## config.mk

```make
export PLATFORM = sky130hd
export DESIGN_NAME = health_bar_animator
export DESIGN_NICKNAME = d
export VERILOG_FILES = /design/src/rtl/health_pkg.sv /design/src/rtl/health_ghost_tracker.sv /design/src/rtl/health_bar_animator.sv
export SDC_FILE = /design/constraint.sdc
export NUM_CORES = 1
export LEC_CHECK = 0
export ABC_AREA = 1
export BUFFER_PORTS_ARGS = -buffer_cell sky130_fd_sc_hd__buf_2
export CAP_MARGIN = 5
export CORE_UTILIZATION = 57
export DETAILED_ROUTE_END_ITERATION = 7
export PLACE_DENSITY_LB_ADDON = 0.12
export SYNTH_ARGS = -nofsm -noshare
export SYNTH_HDL_FRONTEND = slang
export SYNTH_SLANG_ARGS = --single-unit
```

## constraint.sdc

```tcl
create_clock -name vga_clk -period 3.6 [get_ports vga_clk]
set_clock_uncertainty 0.15 [all_clocks]
set_input_delay 0.54 -clock vga_clk [delete_from_list [all_inputs] [get_ports vga_clk]]
set_output_delay 0.54 -clock vga_clk [all_outputs]
set_load 0.05 [all_outputs]
```

## src/rtl/health_pkg.sv

```systemverilog
// Shared types and default constants for the fighter health bars.
// Imported by the ghost tracker and the bar animator top.
package health_pkg;

    localparam int BAR_LEN_DEF      = 245;
    localparam int HEALTH_W_DEF     = 8;
    localparam int X_LEFT_DEF       = 50;
    localparam int X_RIGHT_DEF      = 590;
    localparam int Y_TOP_DEF        = 34;
    localparam int Y_BOT_DEF        = 48;
    localparam int HOLD_FRAMES_DEF  = 30;
    localparam int DRAIN_STEP_DEF   = 2;
    localparam int LOW_THRESH_DEF   = 49;
    localparam int BLINK_FRAMES_DEF = 8;

    typedef enum logic [1:0] {
        CODE_NONE  = 2'b00,
        CODE_LIVE  = 2'b01,
        CODE_GHOST = 2'b10,
        CODE_FLASH = 2'b11
    } bar_code_e;

    typedef enum logic [1:0] {
        GS_IDLE  = 2'd0,
        GS_HOLD  = 2'd1,
        GS_DRAIN = 2'd2
    } ghost_state_e;

    function automatic logic [10:0] clamp_h(input logic [31:0] h, input int lim);
        if (h > 32'(lim)) return 11'(lim);
        return 11'(h);
    endfunction

endpackage

```

## src/rtl/health_ghost_tracker.sv

```systemverilog
// Per-player ghost level: holds the old health after a hit,
// then drains toward the live health once per frame.
module health_ghost_tracker
    import health_pkg::*;
#(
    parameter int BAR_LEN     = BAR_LEN_DEF,
    parameter int HOLD_FRAMES = HOLD_FRAMES_DEF,
    parameter int DRAIN_STEP  = DRAIN_STEP_DEF
) (
    input  logic        vga_clk,
    input  logic        reset_n,
    input  logic        frame_tick,
    input  logic [10:0] health,
    output logic [10:0] ghost,
    output logic        busy
);

    localparam logic [10:0] FULL    = 11'(BAR_LEN);
    localparam logic [10:0] STEP    = 11'(DRAIN_STEP);
    localparam logic [15:0] HOLD_LD = 16'(HOLD_FRAMES);

    ghost_state_e state, state_n;
    logic [15:0]  hold, hold_n;
    logic [10:0]  ghost_n, prev_h, gap;
    logic         hit;

    always_ff @(posedge vga_clk or negedge reset_n) begin
        if (!reset_n) begin
            state  <= GS_IDLE;
            hold   <= 16'd0;
            ghost  <= FULL;
            prev_h <= FULL;
        end else begin
            state  <= state_n;
            hold   <= hold_n;
            ghost  <= ghost_n;
            prev_h <= health;
        end
    end

    always_comb begin
        state_n = state;
        hold_n  = hold;
        ghost_n = ghost;
        gap     = ghost - health;
        hit     = health < prev_h;
        // a heal snaps the ghost up regardless of state
        if (health > ghost) begin
            ghost_n = health;
            state_n = GS_IDLE;
        end else begin
            unique case (state)
                GS_IDLE: begin
                    if (health < ghost) begin
                        hold_n  = HOLD_LD;
                        state_n = GS_HOLD;
                    end
                end
                GS_HOLD: begin
                    if (hit) begin
                        hold_n = HOLD_LD;
                    end else if (frame_tick) begin
                        if (hold == 16'd0) state_n = GS_DRAIN;
                        else               hold_n  = hold - 16'd1;
                    end
                end
                GS_DRAIN: begin
                    if (hit) begin
                        hold_n  = HOLD_LD;
                        state_n = GS_HOLD;
                    end else if (ghost == health) begin
                        state_n = GS_IDLE;
                    end else if (frame_tick) begin
                        ghost_n = ghost - ((gap < STEP) ? gap : STEP);
                    end
                end
                default: state_n = GS_IDLE;
            endcase
        end
    end

    assign busy = (state != GS_IDLE);

endmodule

```

## src/rtl/health_bar_animator.sv

```systemverilog
// Draws two mirrored health bars with a draining ghost segment
// and a low-health flash on the live segment.
module health_bar_animator
    import health_pkg::*;
#(
    parameter int BAR_LEN      = BAR_LEN_DEF,
    parameter int HEALTH_W     = HEALTH_W_DEF,
    parameter int X_LEFT       = X_LEFT_DEF,
    parameter int X_RIGHT      = X_RIGHT_DEF,
    parameter int Y_TOP        = Y_TOP_DEF,
    parameter int Y_BOT        = Y_BOT_DEF,
    parameter int HOLD_FRAMES  = HOLD_FRAMES_DEF,
    parameter int DRAIN_STEP   = DRAIN_STEP_DEF,
    parameter int LOW_THRESH   = LOW_THRESH_DEF,
    parameter int BLINK_FRAMES = BLINK_FRAMES_DEF
) (
    input  logic                vga_clk,
    input  logic                reset_n,
    input  logic [9:0]          DrawX,
    input  logic [9:0]          DrawY,
    input  logic [HEALTH_W-1:0] RyuHealth,
    input  logic [HEALTH_W-1:0] AkumaHealth,
    input  logic                blank,
    output logic [1:0]          bar_code,
    output logic                health_on,
    output logic [1:0]          drain_busy
);

    localparam logic [10:0] XL  = 11'(X_LEFT);
    localparam logic [10:0] XR  = 11'(X_RIGHT);
    localparam logic [10:0] YT  = 11'(Y_TOP);
    localparam logic [10:0] YB  = 11'(Y_BOT);
    localparam logic [10:0] LOW = 11'(LOW_THRESH);
    localparam logic [15:0] BLINK_LAST = 16'(BLINK_FRAMES - 1);

    logic        at_origin, origin_q, frame_tick;
    logic [10:0] ryu_h, akuma_h, ryu_g, akuma_g, x, y;
    logic        l_busy, r_busy, in_y, l_live, l_ghost, r_live, r_ghost;
    logic        l_low, r_low, phase;
    logic [15:0] frame_cnt;
    bar_code_e   code_d, code_q;

    assign ryu_h   = clamp_h(32'(RyuHealth), BAR_LEN);
    assign akuma_h = clamp_h(32'(AkumaHealth), BAR_LEN);

    // one tick on the first cycle the scan reaches the origin
    assign at_origin  = (DrawX == 10'd0) && (DrawY == 10'd0);
    assign frame_tick = at_origin && !origin_q;

    health_ghost_tracker #(
        .BAR_LEN(BAR_LEN), .HOLD_FRAMES(HOLD_FRAMES), .DRAIN_STEP(DRAIN_STEP)
    ) u_left (
        .vga_clk(vga_clk), .reset_n(reset_n), .frame_tick(frame_tick),
        .health(ryu_h), .ghost(ryu_g), .busy(l_busy)
    );

    health_ghost_tracker #(
        .BAR_LEN(BAR_LEN), .HOLD_FRAMES(HOLD_FRAMES), .DRAIN_STEP(DRAIN_STEP)
    ) u_right (
        .vga_clk(vga_clk), .reset_n(reset_n), .frame_tick(frame_tick),
        .health(akuma_h), .ghost(akuma_g), .busy(r_busy)
    );

    assign x       = {1'b0, DrawX};
    assign y       = {1'b0, DrawY};
    assign in_y    = (y >= YT) && (y < YB);
    assign l_live  = in_y && (x >= XL) && (x < XL + ryu_h);
    assign l_ghost = in_y && (x >= XL + ryu_h) && (x < XL + ryu_g);
    assign r_live  = in_y && (x >= XR - akuma_h) && (x < XR);
    assign r_ghost = in_y && (x >= XR - akuma_g) && (x < XR - akuma_h);
    assign l_low   = (ryu_h != 11'd0) && (ryu_h <= LOW);
    assign r_low   = (akuma_h != 11'd0) && (akuma_h <= LOW);

    always_comb begin
        code_d = CODE_NONE;
        if (l_live)
            code_d = (l_low && phase) ? CODE_FLASH : CODE_LIVE;
        else if (r_live)
            code_d = (r_low && phase) ? CODE_FLASH : CODE_LIVE;
        else if (l_ghost || r_ghost)
            code_d = CODE_GHOST;
    end

    always_ff @(posedge vga_clk or negedge reset_n) begin
        if (!reset_n) begin
            origin_q  <= 1'b0;
            frame_cnt <= 16'd0;
            phase     <= 1'b0;
            code_q    <= CODE_NONE;
            health_on <= 1'b0;
        end else begin
            origin_q <= at_origin;
            if (frame_tick) begin
                if (frame_cnt == BLINK_LAST) begin
                    frame_cnt <= 16'd0;
                    phase     <= ~phase;
                end else begin
                    frame_cnt <= frame_cnt + 16'd1;
                end
            end
            code_q    <= blank ? code_d : CODE_NONE;
            health_on <= blank && (code_d != CODE_NONE);
        end
    end

    assign bar_code   = code_q;
    assign drain_busy = {r_busy, l_busy};

endmodule

```

==> impl_metrics.json, run 1 <==
{
  "status": "finished with violations",
  "violations": "setup timing",
  "die_h_um": 129,
  "grt_pass1_wl_mm": 38.5,
  "root_buffer": "clkbuf_16",
  "cp-end-kind": "flip-flop",
  "ys_seq_elements": 95,
  "drc": 0,
  "drtPass1Iterations": 5,
  "syn_inst": 1270,
  "clk-insertion-delay-late_ps": 360,
  "drive_gt1_share_pct": 24.4,
  "cp.depth": 31,
  "postSynthAreaPerCell_um2": 7.23,
  "swShare_pct": 33.0,
  "initial_utilization_pct": 58.0,
  "die_area_um2": 16600,
  "synth_top_area_cell": "dfrtp_1",
  "power.density_nw_per_um2": 255,
  "max_stage_delay_ps": 400,
  "ys_top_cells_by_area": "dfrtp_1 (19%), ha_1 (13%), nand2_1 (12%)",
  "crit_family": "simple AND/OR/NAND/NOR gates",
  "antenna_found_initial": 0,
  "cp-start-kind": "input port",
  "crit_path_frequent_cell": "nand2_1",
  "grt_overflow": 0,
  "worstReg2RegEnd": "u_left.ghost[8]",
  "grt_max_degree": 64,
  "finalMaxSlewViolations": 0,
  "nFillCells": 1339,
  "diodes": 0,
  "core_area_um2": 15800,
  "p_int_mw": 1.91,
  "clk_pin_slew_worst_paths_ps": 70,
  "crit_buf_inv": 6,
  "hpwl_mm": 18.4,
  "setup_ws_ps": -294,
  "p_comb_share_pct": 26.1,
  "critical_path_arrival_ps": 3970,
  "fin_util_pct": 70.6,
  "grt_setup_unrepaired": "true",
  "netlist_area_um2": 9180,
  "maxCapViolations": 0,
  "grt_pass1_vias": 8224,
  "drtIter0Drc": 478,
  "fin_cells": 1659,
  "worstRegToRegCells": 25,
  "synth_edf_count": 0,
  "worstSetupStartpoint": "RyuHealth[4]",
  "p_seq_share_pct": 40.4,
  "cts_tree": "done",
  "wl_per_cell_um": 14.5,
  "cpMaxStageDelayCell": "fa_2",
  "postRouteAntennaNets": 0,
  "synth_top_area_share_pct": 19.3,
  "h-tree-depth": 3,
  "routed_wl_mm": 24.1,
  "ys.flop_type": "dfrtp_1",
  "fmax_ghz": 0.257,
  "hold_viol_final": 0,
  "period_minus_slack_ps": 3890,
  "io_buffers": 43,
  "syn2layout_area_growth_pct": 21.7,
  "ys_async_sr_fraction_pct": 100,
  "setup_viol": 6,
  "grt_usage_pct": 29.4,
  "tightest_slew_ps": 658,
  "yosys_warnings": 0,
  "dpl.cell_count": 1621,
  "crit_fanout": 4,
  "max_slew_margin_pct": 56.0,
  "rows": 46,
  "routed_via_density": 5.34,
  "ys_seq_area_share_pct": 26.2,
  "die_x_um": 129,
  "cp.required_ps": 3680,
  "cts-hold-fix-buffers": 0,
  "routed-via-count": 8866,
  "p_clk_share_pct": 33.5,
  "nNetsFinal": 1577,
  "ios": 44,
  "endpoint": "u_left.ghost[8]",
  "cts_made_buffers": 9,
  "worst_hold_slack_ps": 3.18,
  "p_sw_mw": 0.939,
  "worstSetupPathType": "input port to flip-flop",
  "period_share_pct": 108,
  "total_power_mw": 2.85,
  "ir_worst_vdd_mv": 0.216,
  "ctsLongestPathBuffers": 2,
  "clock-sinks": 95,
  "gp_congestion": 0.948,
  "power_leakage_nw": 5.75,
  "r2r_setup_slack_ps": -80,
  "ys_types": 64,
  "min-delay-path-class": "input port to async pin"
}
==> layer usage <==
metal	vias up	share of wire (%)	routed length [um]	track usage (%)
met5	-	0	0	0
met1	4114	45	10900	37.3
li1	4509	-	-	-
met4	0	3.3	792	13.3
met3	48	3.2	772	3.12
met2	195	48	11600	50.4
==> power groups by stage <==
stage / registers (mW) / clock network (mW) / logic, mW
finish: 1.15 / 0.954 / 0.744
global route: 1.16 / 1.01 / 0.833
CTS: 1.15 / 0.970 / 0.708
detailed placement: 1.17 / 0 / 0.695
global placement: 1.17 / 0 / 0.678
floorplan: 1.16 / 0 / 0.472
==> synth_stat cells, types with 3 or more instances <==
library cell  count
nor4_1            8
nand3_2           6
o21ai_1          16
nand2_2           9
o21ai_2          17
nand3b_1          5
nor3_2            3
dfrtp_1          71
a31oi_1           4
inv_2             8
buf_4             3
and2_1            3
o21ai_0          34
o221ai_1          4
nand3_1          88
buf_6             7
ha_1             96
o211ai_1          4
nor2_2            3
a21oi_1          68
a22oi_1           4
xnor2_1          11
nor4_2            4
o22ai_1           3
nor2_1          118
o31ai_1           6
dfstp_2          24
nand2_1         283
xor2_1           54
a211oi_1          4
o21bai_1          5
inv_1           182
nand4_1          19
nor3_1           33
nand2_4           5
clkbuf_1         12
inv_4             3
nor2_4            6
fa_1              4
==> metrics by stage <==
stage	TNS (ps)	instance area, um^2	worst slack (ps)
2_1_floorplan	-211	9320	-199
3_3_place_gp	-3060	10400	-452
3_5_place_dp	-4300	10400	-561
4_1_cts	-77.3	10800	-68.5
5_1_grt	-2970	11200	-577
6_report	-923	11200	-294
==> layout make-up <==
class | instances | area [um^2] | share of cell area [%]
sequential | 95 | 2410 | 21.5
clock inverter | 7 | 61.3 | 0.548
inverter | 193 | 744 | 6.66
tap | 216 | 270 | 2.42
clock buffer | 9 | 225 | 2.01
multi-input combinational | 973 | 6220 | 55.7
timing repair buffer | 166 | 1250 | 11.2
==> cell usage in the layout (no fill, tap or decap), types with 18 or more instances in the layout <==
| cell | count |
|---|---|
| buf_4 | 114 |
| dfrtp_1 | 71 |
| a21oi_1 | 61 |
| nor2_1 | 109 |
| inv_1 | 169 |
| o21ai_2 | 20 |
| xor2_1 | 52 |
| o21ai_0 | 23 |
| nand2_1 | 270 |
| ha_1 | 93 |
| nor3_1 | 33 |
| o21ai_1 | 24 |
| buf_2 | 34 |
| dfstp_2 | 24 |
| nand3_1 | 83 |
| nand4_1 | 19 |
| nand2_2 | 18 |
==> timing repair <==
item,in CTS,in global routing
pin swaps,11,43
resized for setup,14,77
setup endpoints to repair,3,19
buffers inserted,10,16
==> worst min path at each step <==
stage,end,cells after the start
after floorplan,bar_code[0],0
final,u_right.prev_h[3],1
after global routing,u_right.hold[3],1
after CTS,u_right.hold[4],1
after detailed placement,u_right.hold[1],2
after global placement,u_left.hold[0],1
==> kinds of logic after synthesis <==
logic type / after synthesis / share of synthesized area, %
simple gates: 608 / 31.5
buf+inv: 217 / 9.67
compound gates: 184 / 12.4
fa+ha+maj: 100 / 14.0
flops: 95 / 26.2
xor+xnor: 65 / 6.20
other cells: 1 / 0.0408
==> registers in the layout, indices dropped and copies added, names as in the netlist, 2 cells and up, named ones only <==
signal,count
u_left.state,2
bar_code,2
u_left.hold,16
u_right.ghost,10
u_right.hold,16
u_right.prev_h,8
u_right.state,2
u_left.ghost,10
frame_cnt,16
u_left.prev_h,8
Note: power is estimated with default switching activity, not from simulation.
==> inputs of run 2 (changes only) <==
CORE_ASPECT_RATIO = 1.75   (was not set)
CTS_CLUSTER_DIAMETER = 50   (was not set)
==> run 2 against run 1 <==
Net effect: the flow still finishes with violations (setup timing); critical endpoint unchanged; combinational power increased by 2%; largest cell class unchanged; count of clock-buffer cells in the layout increased by 1; clock power increased by 7%.
==> impl_metrics.json, run 2 (synthesis gave the netlist of run 1 again) <==
{
  "postRouteAntennaNets": 0,
  "cp.required_ps": 3700,
  "top_regs": "frame_cnt: 16 flops, u_left.hold: 16 flops, u_right.hold: 16 flops",
  "cts_tree": "done",
  "grt_pass1_vias": 8918,
  "worstSetupPathType": "input port to flip-flop",
  "die_h_um": 170,
  "clk_pin_slew_worst_paths_ps": 80,
  "mostFrequentLayoutCells": "nand2_1 (269), inv_1 (165), buf_4 (115)",
  "period_minus_slack_ps": 3710,
  "setup_viol": 4,
  "total_power_mw": 2.92,
  "routed_via_density": 5.54,
  "gr-usage-met3_pct": 2.71,
  "postLayoutCellArea_um2": 11200,
  "diodes": 0,
  "clock-sinks": 95,
  "ios": 44,
  "max_stage_delay_ps": 360,
  "max_slew_margin_pct": 58.8,
  "core_area_um2": 15800,
  "cp-end-kind": "flip-flop",
  "dpl.cell_count": 1597,
  "hold_viol_final": 0,
  "finalMaxSlewViolations": 0,
  "grt_overflow": 0,
  "nNetsFinal": 1574,
  "cts_made_buffers": 9,
  "grt_max_degree": 55,
  "die_x_um": 98.0,
  "routed-via-count": 9017,
  "drtIter0Drc": 350,
  "wl_per_cell_um": 15.4,
  "fin_util_pct": 71.0,
  "grt_usage_pct": 31.1,
  "cpMaxStageDelayCell": "fa_2",
  "dpl_cell_area_um2": 10400,
  "io_buffers": 43,
  "rows": 61,
  "ctsLongestPathBuffers": 2,
  "clk-insertion-delay-late_ps": 360,
  "ir_worst_vdd_mv": 0.212,
  "grt_pass1_wl_mm": 40.8,
  "grt_setup_unrepaired": "true",
  "drc": 0,
  "min-delay-path-class": "input port to async pin",
  "root_buffer": "clkbuf_16",
  "fmax_ghz": 0.269,
  "cp-start-kind": "input port",
  "syn2layout_area_growth_pct": 22.1,
  "routed_wl_mm": 25.1,
  "fin_cells": 1629,
  "power_leakage_nw": 5.74,
  "grt.busiest_layer": "met2",
  "crit_buf_inv": 6,
  "crit_family": "simple AND/OR/NAND/NOR gates",
  "maxCapViolations": 0,
  "violations": "setup timing",
  "setup_ws_ps": -115,
  "worst_hold_slack_ps": 39.1,
  "power.density_nw_per_um2": 261,
  "grt_util_met1_pct": 30.4,
  "initial_utilization_pct": 58.1,
  "antenna_found_initial": 0,
  "worstRegToRegCells": 23,
  "crit_fanout": 4,
  "gp_congestion": 0.995,
  "met2_usage_pct": 60.7,
  "hpwl_mm": 19.6,
  "cts-hold-fix-buffers": 0,
  "worstReg2RegEnd": "u_left.ghost[8]",
  "status": "finished with violations",
  "die_area_um2": 16600,
  "final_common_cell": "nand2_1",
  "h-tree-depth": 3,
  "r2r_setup_slack_ps": 0,
  "critical_path_arrival_ps": 3810,
  "drive_gt1_share_pct": 25.1,
  "period_share_pct": 103,
  "tightest_slew_ps": 618,
  "drtPass1Iterations": 4
}
## run 2: cell types whose count changed in the layout (fill, tap and decap cells not counted), sizes merged
cell / change
buf: -3
bufinv: +1
clkbuf: +1
clkinv: +1
inv: -3
## run 2: stage by stage
step / TNS, ps / worst slack [ps]
floorplan: -211 / -199
global placement: -5580 / -546
detailed placement: -6520 / -619
CTS: -5.89 / -5.89
global route: -1830 / -305
finish: -277 / -115
## run 2: routing by layer
metal  up-vias  wire [um]
li1       4498          -
met3        87        628
met2       186      13800
met1      4246       9180
met5         -          0
met4         0       1570
## run 2: worst max path at each step
stage	from	endpoint	cells past startpoint
2_1_floorplan	RyuHealth[5]	u_left.ghost[8]	29
5_1_grt	RyuHealth[4]	u_left.ghost[8]	31
3_5_place_dp	RyuHealth[4]	u_left.ghost[8]	31
4_1_cts	RyuHealth[4]	u_left.ghost[8]	31
6_report	RyuHealth[4]	u_left.ghost[8]	31
3_3_place_gp	RyuHealth[4]	u_left.ghost[8]	31
## run 2: repair_timing
action | 4_1_cts | 5_1_grt
gates resized for setup | 29 | 70
setup buffers | 5 | 12
endpoints found under the hold margin | 0 | 0
setup endpoints to repair | 6 | 17
pin swaps | 4 | 31
## run 2: layout make-up
cell class	instances	area (um^2)
clock buffer	10	229
clock inverter	6	68.8
fill	1345	4590
inverter	193	739
multi-input combinational	973	6300
sequential	95	2410
tap	189	236
timing repair buffer	163	1220
## run 2: power by group
group | total [mW] | switching [mW] | internal (mW)
registers | 1.15 | 0.0317 | 1.12
clock network | 1.02 | 0.470 | 0.545
logic | 0.758 | 0.449 | 0.308
